**src/rtl/mavg_pkg.sv**
```systemverilog
// Shared defaults, width helpers and FSM state encoding for the moving-average
// channel scheduler and its window bank.
package mavg_pkg;

  localparam int MAVG_NUM_CH   = 3;
  localparam int MAVG_SAMPLE_W = 2;
  localparam int MAVG_WINDOW   = 4;

  function automatic int sum_width(input int sample_w, input int window);
    return sample_w + $clog2(window);
  endfunction

  function automatic int ch_width(input int num_ch);
    return (num_ch > 1) ? $clog2(num_ch) : 1;
  endfunction

  typedef enum logic [1:0] {
    IDLE   = 2'd0,
    UPDATE = 2'd1,
    EMIT   = 2'd2
  } state_t;

endpackage

```
**src/rtl/mavg_window_bank.sv**
```systemverilog
// Per-channel sliding windows, running sums and fill counters behind a single
// write port; reports the post-update sum and full flag of the addressed channel.
module mavg_window_bank
  import mavg_pkg::*;
#(
  parameter int NUM_CH   = MAVG_NUM_CH,
  parameter int SAMPLE_W = MAVG_SAMPLE_W,
  parameter int WINDOW   = MAVG_WINDOW,
  parameter int SUM_W    = sum_width(SAMPLE_W, WINDOW),
  parameter int CH_W     = ch_width(NUM_CH)
) (
  input  logic                clk,
  input  logic                rst_n,
  input  logic                wr_en,
  input  logic [CH_W-1:0]     wr_ch,
  input  logic [SAMPLE_W-1:0] wr_data,
  input  logic                clear,
  output logic [SUM_W-1:0]    upd_sum,
  output logic                upd_full
);

  localparam int FILL_W = $clog2(WINDOW) + 1;
  localparam logic [FILL_W-1:0] FILL_MAX = FILL_W'(WINDOW);

  // Index 0 holds the newest sample, index WINDOW-1 the oldest.
  logic [WINDOW-1:0][SAMPLE_W-1:0] win_q [NUM_CH];
  logic [WINDOW-1:0][SAMPLE_W-1:0] win_d [NUM_CH];
  logic [SUM_W-1:0]                sum_q [NUM_CH];
  logic [SUM_W-1:0]                sum_d [NUM_CH];
  logic [FILL_W-1:0]               fill_q [NUM_CH];
  logic [FILL_W-1:0]               fill_d [NUM_CH];
  logic [FILL_W-1:0]               upd_fill_s;
  logic [SAMPLE_W-1:0]             oldest_s;

  // Sum never underflows: the oldest sample is always part of the sum.
  always_comb begin
    oldest_s = win_q[wr_ch][WINDOW-1];
    upd_sum  = sum_q[wr_ch] + SUM_W'(wr_data) - SUM_W'(oldest_s);
    if (fill_q[wr_ch] == FILL_MAX) begin
      upd_fill_s = FILL_MAX;
    end else begin
      upd_fill_s = fill_q[wr_ch] + FILL_W'(1);
    end
    upd_full = (upd_fill_s == FILL_MAX);
  end

  always_comb begin
    win_d  = win_q;
    sum_d  = sum_q;
    fill_d = fill_q;
    if (clear) begin
      for (int c = 0; c < NUM_CH; c++) begin
        win_d[c]  = '0;
        sum_d[c]  = '0;
        fill_d[c] = '0;
      end
    end else if (wr_en) begin
      win_d[wr_ch]  = {win_q[wr_ch][WINDOW-2:0], wr_data};
      sum_d[wr_ch]  = upd_sum;
      fill_d[wr_ch] = upd_fill_s;
    end else begin
      sum_d = sum_q;
    end
  end

  always_ff @(posedge clk) begin
    if (!rst_n) begin
      for (int c = 0; c < NUM_CH; c++) begin
        win_q[c]  <= '0;
        sum_q[c]  <= '0;
        fill_q[c] <= '0;
      end
    end else begin
      win_q  <= win_d;
      sum_q  <= sum_d;
      fill_q <= fill_d;
    end
  end

endmodule

```
**src/rtl/mavg_channel_scheduler.sv**
```systemverilog
// Round-robin scheduler sharing one moving-average window bank among NUM_CH
// sample sources. Define MAVG_ROUND_EN for a round-half-up average output.
module mavg_channel_scheduler
  import mavg_pkg::*;
#(
  parameter int NUM_CH   = MAVG_NUM_CH,
  parameter int SAMPLE_W = MAVG_SAMPLE_W,
  parameter int WINDOW   = MAVG_WINDOW,
  parameter int SUM_W    = sum_width(SAMPLE_W, WINDOW),
  parameter int CH_W     = ch_width(NUM_CH)
) (
  input  logic                       clk,
  input  logic                       rst_n,
  input  logic [NUM_CH-1:0]          req_valid,
  input  logic [NUM_CH*SAMPLE_W-1:0] req_data,
  output logic [NUM_CH-1:0]          req_ready,
  input  logic                       flush,
  output logic                       out_valid,
  input  logic                       out_ready,
  output logic [CH_W-1:0]            out_ch,
  output logic [SUM_W-1:0]           out_sum,
  output logic [SAMPLE_W-1:0]        out_avg,
  output logic                       out_full
);

  localparam int LOG_W = $clog2(WINDOW);

  state_t              state_q, state_d;
  logic [CH_W-1:0]     ptr_q, ptr_d;
  logic [CH_W-1:0]     ch_q, ch_d;
  logic [SAMPLE_W-1:0] smp_q, smp_d;
  logic                out_valid_q, out_valid_d;
  logic [CH_W-1:0]     out_ch_q, out_ch_d;
  logic [SUM_W-1:0]    out_sum_q, out_sum_d;
  logic [SAMPLE_W-1:0] out_avg_q, out_avg_d;
  logic                out_full_q, out_full_d;

  logic [SAMPLE_W-1:0] req_smp_s [NUM_CH];
  logic [NUM_CH-1:0]   grant_s;
  logic [CH_W-1:0]     grant_ch_s;
  logic [SAMPLE_W-1:0] grant_data_s;
  logic                wr_en_s;
  logic                clear_s;
  logic [SUM_W-1:0]    upd_sum_s;
  logic                upd_full_s;
  logic [SUM_W-1:0]    shift_src_s;
  logic [SUM_W-1:0]    shifted_s;
  logic [SAMPLE_W-1:0] avg_s;

  for (genvar g = 0; g < NUM_CH; g++) begin : g_split
    assign req_smp_s[g] = req_data[g*SAMPLE_W +: SAMPLE_W];
  end

  // Round-robin search starting just after the last granted channel.
  always_comb begin
    logic            found_v;
    logic [CH_W-1:0] cand_v;
    int              idx_v;
    grant_s      = '0;
    grant_ch_s   = '0;
    grant_data_s = '0;
    found_v      = 1'b0;
    cand_v       = '0;
    idx_v        = 0;
    for (int i = 1; i <= NUM_CH; i++) begin
      idx_v  = (int'(ptr_q) + i) % NUM_CH;
      cand_v = CH_W'(idx_v);
      if (!found_v && req_valid[cand_v]) begin
        found_v         = 1'b1;
        grant_s[cand_v] = 1'b1;
        grant_ch_s      = cand_v;
        grant_data_s    = req_smp_s[cand_v];
      end else begin
        found_v = found_v;
      end
    end
  end

  always_comb begin
    if (rst_n && !flush && (state_q == IDLE)) begin
      req_ready = grant_s;
    end else begin
      req_ready = '0;
    end
  end

  always_comb begin
`ifdef MAVG_ROUND_EN
    shift_src_s = upd_sum_s + SUM_W'(WINDOW / 2);
`else
    shift_src_s = upd_sum_s;
`endif
    shifted_s = shift_src_s >> LOG_W;
    avg_s     = shifted_s[SAMPLE_W-1:0];
  end

  // Flush overrides every state: clear the bank and drop any pending result.
  always_comb begin
    state_d     = state_q;
    ptr_d       = ptr_q;
    ch_d        = ch_q;
    smp_d       = smp_q;
    out_valid_d = out_valid_q;
    out_ch_d    = out_ch_q;
    out_sum_d   = out_sum_q;
    out_avg_d   = out_avg_q;
    out_full_d  = out_full_q;
    wr_en_s     = 1'b0;
    clear_s     = 1'b0;
    if (flush) begin
      clear_s     = 1'b1;
      out_valid_d = 1'b0;
      state_d     = IDLE;
    end else begin
      case (state_q)
        IDLE: begin
          if (|req_ready) begin
            smp_d   = grant_data_s;
            ch_d    = grant_ch_s;
            ptr_d   = grant_ch_s;
            state_d = UPDATE;
          end else begin
            state_d = IDLE;
          end
        end
        UPDATE: begin
          wr_en_s     = 1'b1;
          out_sum_d   = upd_sum_s;
          out_avg_d   = avg_s;
          out_full_d  = upd_full_s;
          out_ch_d    = ch_q;
          out_valid_d = 1'b1;
          state_d     = EMIT;
        end
        EMIT: begin
          if (out_ready) begin
            out_valid_d = 1'b0;
            state_d     = IDLE;
          end else begin
            state_d = EMIT;
          end
        end
        default: begin
          out_valid_d = 1'b0;
          state_d     = IDLE;
        end
      endcase
    end
  end

  always_ff @(posedge clk) begin
    if (!rst_n) begin
      state_q     <= IDLE;
      ptr_q       <= CH_W'(NUM_CH - 1);
      ch_q        <= '0;
      smp_q       <= '0;
      out_valid_q <= 1'b0;
      out_ch_q    <= '0;
      out_sum_q   <= '0;
      out_avg_q   <= '0;
      out_full_q  <= 1'b0;
    end else begin
      state_q     <= state_d;
      ptr_q       <= ptr_d;
      ch_q        <= ch_d;
      smp_q       <= smp_d;
      out_valid_q <= out_valid_d;
      out_ch_q    <= out_ch_d;
      out_sum_q   <= out_sum_d;
      out_avg_q   <= out_avg_d;
      out_full_q  <= out_full_d;
    end
  end

  mavg_window_bank #(
    .NUM_CH   (NUM_CH),
    .SAMPLE_W (SAMPLE_W),
    .WINDOW   (WINDOW),
    .SUM_W    (SUM_W),
    .CH_W     (CH_W)
  ) u_bank (
    .clk      (clk),
    .rst_n    (rst_n),
    .wr_en    (wr_en_s),
    .wr_ch    (ch_q),
    .wr_data  (smp_q),
    .clear    (clear_s),
    .upd_sum  (upd_sum_s),
    .upd_full (upd_full_s)
  );

  assign out_valid = out_valid_q;
  assign out_ch    = out_ch_q;
  assign out_sum   = out_sum_q;
  assign out_avg   = out_avg_q;
  assign out_full  = out_full_q;

endmodule

```
**config.mk**
```make
export PLATFORM = sky130hd
export DESIGN_NAME = mavg_channel_scheduler
export DESIGN_NICKNAME = d
export VERILOG_FILES = /design/src/rtl/mavg_pkg.sv /design/src/rtl/mavg_window_bank.sv /design/src/rtl/mavg_channel_scheduler.sv
export SDC_FILE = /design/constraint.sdc
export NUM_CORES = 1
export LEC_CHECK = 0
export BUFFER_PORTS_ARGS = -buffer_cell sky130_fd_sc_hd__clkbuf_2
export CAP_MARGIN = 20
export CORE_ASPECT_RATIO = 1.4
export CORE_UTILIZATION = 25
export DETAILED_ROUTE_END_ITERATION = 10
export GPL_ROUTABILITY_DRIVEN = 0
export GPL_TIMING_DRIVEN = 0
export HOLD_SLACK_MARGIN = 0.03
export PLACE_DENSITY = 0.43
export SYNTH_ARGS = -nofsm -noshare
export SYNTH_HDL_FRONTEND = slang
export SYNTH_SLANG_ARGS = --single-unit
```
**constraint.sdc**
```tcl
create_clock -name clk -period 4.2 [get_ports clk]
set_input_delay 0.42 -clock clk [delete_from_list [all_inputs] [get_ports clk]]
set_output_delay 0.42 -clock clk [all_outputs]
set_load 0.02 [all_outputs]
```
* Yosys cells after proc, flatten, opt, wreduce, memory -nomap -nowiden
Cells that the tools add are included.
** Operators by class
- Add/subtract/negate cells :: 6
- Divide/modulo/power cells :: 3
- Order comparisons :: 11
- Eq/ne operators :: 5
- Mux-type cells :: 60
- Bitwise gates (word level) :: 9
- Reductions and logical operators :: 18
** Operator list (count)
- 32-bit by 3-bit modulo with 32-bit output, second input constant :: 3
- 2-bit 2-to-1 mux :: 13
- 24-bit bitwise mux :: 1
- 3-bit 2-to-1 mux :: 8
- 8-bit 2-to-1 mux :: 3
- 8-bit binary-select mux with 2-bit select :: 1
- 8-bit demux with 2-bit select :: 1
- 1-bit 2-to-1 mux :: 13
- 2-bit binary-select mux with 2-bit select :: 3
- 12-bit bitwise mux :: 1
- 3-bit greater-or-equal comparator, second input constant :: 4
- 4-bit 2-to-1 mux :: 3
- 2-bit inverter with 3-bit output :: 4
- 9-bit bitwise mux :: 1
- 2-bit by 3-bit < comparator with 1-bit output, second input constant :: 3
- 4-bit binary-select mux with 2-bit select :: 1
- 4-bit demux with 2-bit select :: 1
- 1-bit logical AND :: 8
- 2-bit by 2-bit adder with 3-bit output, second input constant :: 2
- 1-bit binary-select mux with 2-bit select :: 3
- 3-bit binary-select mux with 2-bit select :: 1
- 1-bit demux with 2-bit select :: 3
- 3-bit demux with 2-bit select :: 1
- 3-bit == test, second input constant :: 2
- other kinds (19) :: 28
** Storage, ports and cells
- Bits in registers :: 63
- Input port bits :: 13
- Output and inout port bits :: 13
- Word-level logic and storage cells :: 139

* Longest topological paths before layout
Gate-level depths: netlist of run 1.
- Depth after elaboration :: 15
- Gate-level depth with buffers :: 14
- Gate-level depth less buffers :: 12

* Cells and area by module
A second synthesis of run 1 with hierarchy kept.
** Unflattened totals
- Cells, all modules :: 380
- Area, all modules :: 3193.1 µm²
** Modules (own cells, without submodules)
- mavg_window_bank :: instances 1, cells each 258, area each 2143.3 µm²
- mavg_channel_scheduler :: instances 1, cells each 122, area each 1049.8 µm²

* Least setup slack after synthesis of run 1
Ideal clock, no wire load.
- Path kind :: register -> register
- Start point :: reg, netlist name ptr_q[0]
- End point :: reg out_sum_q[3] (netlist: out_sum[3])
- Data arrival time :: 3.024 ns
- Path slack :: 1.106 ns
- Stages on the path, launching flop included :: 14
- Cell sequence :: dfxtp_1 buf_2 clkbuf_1 mux2i_1 o21ai_1 fa_1 inv_1 ha_1 a21o_1 a21oi_1 xnor2_1 xnor2_1 nand2_1 a21oi_1
** RTL lines
- end signal, assigned :: line mavg_channel_scheduler.sv:169 : out_sum_q <= out_sum_d;
- end, declared :: line mavg_channel_scheduler.sv:34 : logic [SUM_W-1:0] out_sum_q, out_sum_d;

==> flow_summary.ini, run 1 <==
[setup_path]
path_delay_family = buffers and inverters
critical_path.max_fanout = 10
cp.arrival_ns = 4.13
endpoint_kind = register
start_kind = register
cp.required_ns = 4.46
crit_buf_inv = 3
reg2reg_slack_ns = 0.32
reg2reg_from = ptr_q[0]
setup.worst_path.end = out_sum[3]
crit_path_start = ptr_q[0]
rr_worst_depth = 13
slowest_stage = fa_1
cpPeakStageDelay_ns = 0.61
cp.depth = 13
path_cells = buf_2 -> clkbuf_1 -> mux2i_1 -> o21ai_1 -> fa_1 -> inv_1 -> ha_1 -> a21o_1 -> a21oi_1 -> xnor2_1 -> xnor2_1 -> nand2_1 -> a21oi_1
critPathKind = reg2reg
reg2reg_to = out_sum[3]

[die]
core_area_sq_mm = 0.0120
die_x_um = 96.3
start_util = 0.259
ioPinCount = 26
die_h_um = 134
die_area_sq_mm = 0.0129
num_rows = 47

[power_and_ir_drop]
ir_worst_vdd_mv = 0.227
power_mw = 2.22
p_leak_nw = 1.33
power_density_mw_per_mm2 = 600

[yosys]
syn-num-nets = 408
async_reset_ff_frac = 0
synth_top_flop_cell = dfxtp_1
yosysSeqAreaShare = 0.386
yosysUniqueCellTypes = 55
syn-cell-area_sq_mm = 0.00311
yosysWarnings = 0
synth.avg_cell_area_sq_um = 8.12
ys_ff_latch = 60
synthCells = 383
synth_edf_count = 0

[timing]
period_minus_slack_ns = 3.88
setup_violations = 0
timing.final.crit_share = 0.923
maxSlewHeadroom = 0.496
tightest_slew_ns = 0.753
setup_ws_ns = 0.324
rsz0062_at_grt = no
fin_skew_ns = 0.00568
fin_tns_setup_ns = 0
max_freq_ghz = 0.258
slew_viol_final = 0
finalHoldViolations = 0

[clock_tree]
cts_buffer_depth = 2
cts_resized = 0
clk_latency_ns = 0.33
htreeDepth = 3
ctsHoldBuffers = 0
tritoncts = done
cts_num_sinks = 60
cts_buffers = 9
root_buffer = clkbuf_16
postCtsSetupRepairBufs = 0
path_clk_slew_ns = 0.05

[placed_design]
dp_hpwl_mm = 6.37
numPortBuffers = 25
placedCellCount = 555
post-place-ws_ns = 0.311

[global_routing]
grt_pass1_vias = 2602
grt_max_degree = 11
gr-total-overflow = 0
grt_pass1_wl_mm = 13.4
antenna_found_initial = 0
grt.total_usage = 0.142

[detailed_routing]
viasPerCell = 4.86
drt_first_iter_violations = 101
drt-total-wl_mm = 8.70
antenna_left = 0
vias = 2768
post_drt_wl_per_cell_um = 15.3
drc = 0
firstDrtPassIters = 4

[cells_and_area]
syn_to_final_growth_pct = 19.1
drive_above_1_share = 0.165
final_cells = 570
final_common_cell = nand2_1
fin_util = 0.309
diodes = 0
nNetsFinal = 444
fillers = 1345
final_cell_mix = 88 x nand2_1, 60 x dfxtp_1, 52 x a21oi_1, 26 x nor2_1, 25 x clkbuf_2

[min_path]
hp-class = in2reg

[run]
cap_violations = 0

[status]
status = finished, final reports clean
==> report_power, final <==
| group | internal, mW | switching (mW) | leakage [nW] |
|---|---|---|---|
| combinational | 0.331 | 0.532 | 0.708 |
| clock | 0.471 | 0.241 | 0.140 |
| sequential | 0.605 | 0.0400 | 0.484 |
==> cell usage after synthesis (all sizes together), types with 2 or more instances <==
master,count,area (sq um)
a2111oi,2,30.0
a211oi,10,97.6
a21o,4,32.5
a21oi,52,260
a22oi,3,22.5
buf,9,61.3
clkbuf,14,52.6
dfxtp,60,1200
fa,2,40.0
ha,10,125
inv,16,60.1
mux2,3,37.5
mux2i,15,150
nand2,89,342
nand2b,4,35.0
nand3,4,20.0
nand3b,3,22.5
nor2,26,97.6
nor2b,6,37.5
nor3,14,85.1
nor4,9,56.3
o21a,2,16.3
o21ai,7,50.1
o221ai,2,17.5
xnor2,3,26.3
==> routing by layer <==
metal,track usage,part of all wire
met1,0.155,0.42
met5,0,0
met4,0.0597,0.020
met2,0.258,0.53
met3,0.0312,0.031
==> registers in the layout, indices dropped and copies added, names as in the netlist <==
signal         flops
smp_q              2
out_valid          1
u_bank.sum_q      12
ch_q               1
out_ch             2
u_bank.fill_q      9
u_bank.win_q      24
out_sum            4
out_full           1
state_q            2
ptr_q              2
==> how the worst min path moves through the flow <==
stage | start | depth (start not counted) | end
finish | rst_n | 2 | ptr_q[1]
global route | rst_n | 2 | ptr_q[1]
CTS | rst_n | 2 | ptr_q[1]
detailed placement | u_bank.sum_q[11] | 2 | u_bank.sum_q[11]
global placement | u_bank.win_q[4] | 2 | u_bank.win_q[6]
floorplan | u_bank.win_q[8] | 2 | u_bank.win_q[10]
==> logic make-up (layout without fill, tap and decap cells) <==
group	after synthesis	in the layout	share of synthesized area
AO/OA/AOI/OAI	89	89	0.189
XOR/XNOR	3	3	0.00845
adder cells (fa/ha/maj)	12	12	0.0531
buffers and inverters	41	81	0.0656
flip-flops	60	60	0.386
multiplexers	18	18	0.0604
AND/OR/NAND/NOR	160	160	0.237
==> area by class of cell <==
cell class / instances / area, sq um / area share
multi-input combinational: 282 / 1700 / 0.460
timing repair buffer: 25 / 125 / 0.0338
tap: 147 / 184 / 0.0497
buffer: 24 / 126 / 0.0341
clock inverter: 2 / 35.0 / 0.00946
clock buffer: 13 / 250 / 0.0676
inverter: 17 / 77.6 / 0.0209
sequential: 60 / 1200 / 0.324
==> through the flow <==
step           hold slack [ns]  cell area (sq um)
2_1_floorplan            0.432               3110
3_3_place_gp             0.436               3420
3_5_place_dp             0.446               3420
4_1_cts                  0.378               3700
5_1_grt                  0.413               3700
6_report                 0.383               3700
(Power assumes the default switching activity.)
==> inputs of run 2 (changes only) <==
- CELL_PAD_IN_SITES_DETAIL_PLACEMENT: not set -> 0
- CELL_PAD_IN_SITES_GLOBAL_PLACEMENT: not set -> 1
- CORE_MARGIN: not set -> 10
- PLACE_DENSITY: 0.43 -> 0.52
==> run 2 against run 1 <==
Register-to-register slack gained 0.18 ns. Final cell count rose by 0.53%. Flip-flop and latch count is the same. Sequential share of layout area decreased by 0.066 points. Setup slack improved by 0.18 ns. Utilization decreased by 0.58 points. Die area is 35% higher. Critical path type unchanged. Highest routed layer unchanged.
==> flow_summary.ini, run 2 (synthesized netlist as in run 1, its figures left out) <==
[cells_and_area]
drive_above_1_share = 0.170
final_common_cell = nand2_1
nNetsFinal = 444
final_cell_mix = 88 x nand2_1, 60 x dfxtp_1, 52 x a21oi_1, 26 x nor2_1, 25 x clkbuf_2
reg_top3 = u_bank.win_q: 24 flops, u_bank.sum_q: 12 flops, u_bank.fill_q: 9 flops
diodes = 0
fin_area_sq_mm = 0.00371
syn_to_final_growth_pct = 19.4
largest_reg_flops = 24
regMostFlops = u_bank.win_q

[clock_tree]
cts_num_sinks = 60
path_clk_slew_ns = 0.05
postCtsSetupRepairBufs = 0
clk_latency_ns = 0.33
tritoncts = done
cts_resized = 0
root_buffer = clkbuf_16
ctsHoldBuffers = 0
htreeDepth = 3
cts_buffers = 9
cts_buffer_depth = 2

[die]
start_util = 0.254
die_h_um = 152
die_x_um = 114
ioPinCount = 26
die_area_sq_mm = 0.0174
num_rows = 48
core_area_sq_mm = 0.0123

[setup_path]
cpPeakStageDelay_ns = 0.60
reg2reg_from = ptr_q[0]
crit_path_start = ptr_q[0]
endpoint_kind = register
cp.required_ns = 4.45
critPathKind = reg2reg
slowest_stage = fa_1
crit_buf_inv = 3
path_cells = buf_2 -> clkbuf_1 -> mux2i_1 -> o21ai_1 -> fa_1 -> inv_1 -> ha_1 -> a21o_1 -> a21oi_1 -> xnor2_1 -> xnor2_1 -> nand2_1 -> a21oi_1
cp.arrival_ns = 3.95
critical_path.max_fanout = 10
start_kind = register
path_delay_family = buffers and inverters

[timing]
max_freq_ghz = 0.270
slew_viol_final = 0
timing.final.crit_share = 0.881
maxSlewHeadroom = 0.538
fin_tns_setup_ns = 0
rsz0062_at_grt = no
period_minus_slack_ns = 3.70
fin_skew_ns = 0.00549
tightest_slew_ns = 0.689
finalHoldViolations = 0
setup_violations = 0
whs_ns = 0.402

[global_routing]
gr-total-overflow = 0
grt_max_degree = 11
grt_pass1_wl_mm = 14.5
grt_pass1_vias = 2674
antenna_found_initial = 0
grt.total_usage = 0.105

[status]
status = finished, final reports clean

[detailed_routing]
antenna_left = 0
viasPerCell = 4.74
drt-total-wl_mm = 8.96
firstDrtPassIters = 4
post_drt_wl_per_cell_um = 15.6
vias = 2717
drc = 0
drt_first_iter_violations = 126

[placed_design]
postPlaceCellArea_sq_mm = 0.00342
dp_hpwl_mm = 6.63
numPortBuffers = 25

[min_path]
min-delay-start = rst_n
hp-class = in2reg

[power_and_ir_drop]
power_mw = 2.20
power_density_mw_per_mm2 = 592
ir_worst_vdd_mv = 0.212
p_leak_nw = 1.34

[run]
cap_violations = 0
==> run 2: routing by layer <==
layer,GRT usage,up-vias,share of wire
met5,0,-,0
met4,0.0413,0,0.018
met3,0.0292,11,0.033
met2,0.185,36,0.52
met1,0.115,1280,0.43
li1,-,1390,-
==> run 2: final cells by class <==
cell class / count / area, sq um
clock inverters: 1 / 5.00
clock buffers: 14 / 284
flip-flops and latches: 60 / 1200
well taps: 150 / 188
plain buffers: 24 / 126
fillers: 1356 / 8540
inverters: 17 / 77.6
multi-input cells: 282 / 1700
repair buffers: 25 / 125
==> run 2: metrics by stage <==
step                      setup WS (ns)  utilization  std cells
after global routing              0.154        0.303        573
after detailed placement          0.370        0.279        558
after global placement            0.347        0.279        558
after CTS                         0.359        0.303        573
after floorplan                    1.11            -        383
final                             0.501        0.303        573
==> run 2: worst paths after layout <==
path / slack (ns) / cells after the start / to
setup / recovery: 0.50 / 13 / out_sum[3]
hold / removal: 0.40 / 2 / ptr_q[1]
setup reg to reg: 0.50 / 13 / out_sum[3]
hold reg to reg: 0.45 / 2 / u_bank.win_q[12]
==> run 2: power by group <==
group          internal (mW)  switching, mW
Combinational          0.330          0.513
Clock                  0.459          0.252
Sequential             0.605         0.0402
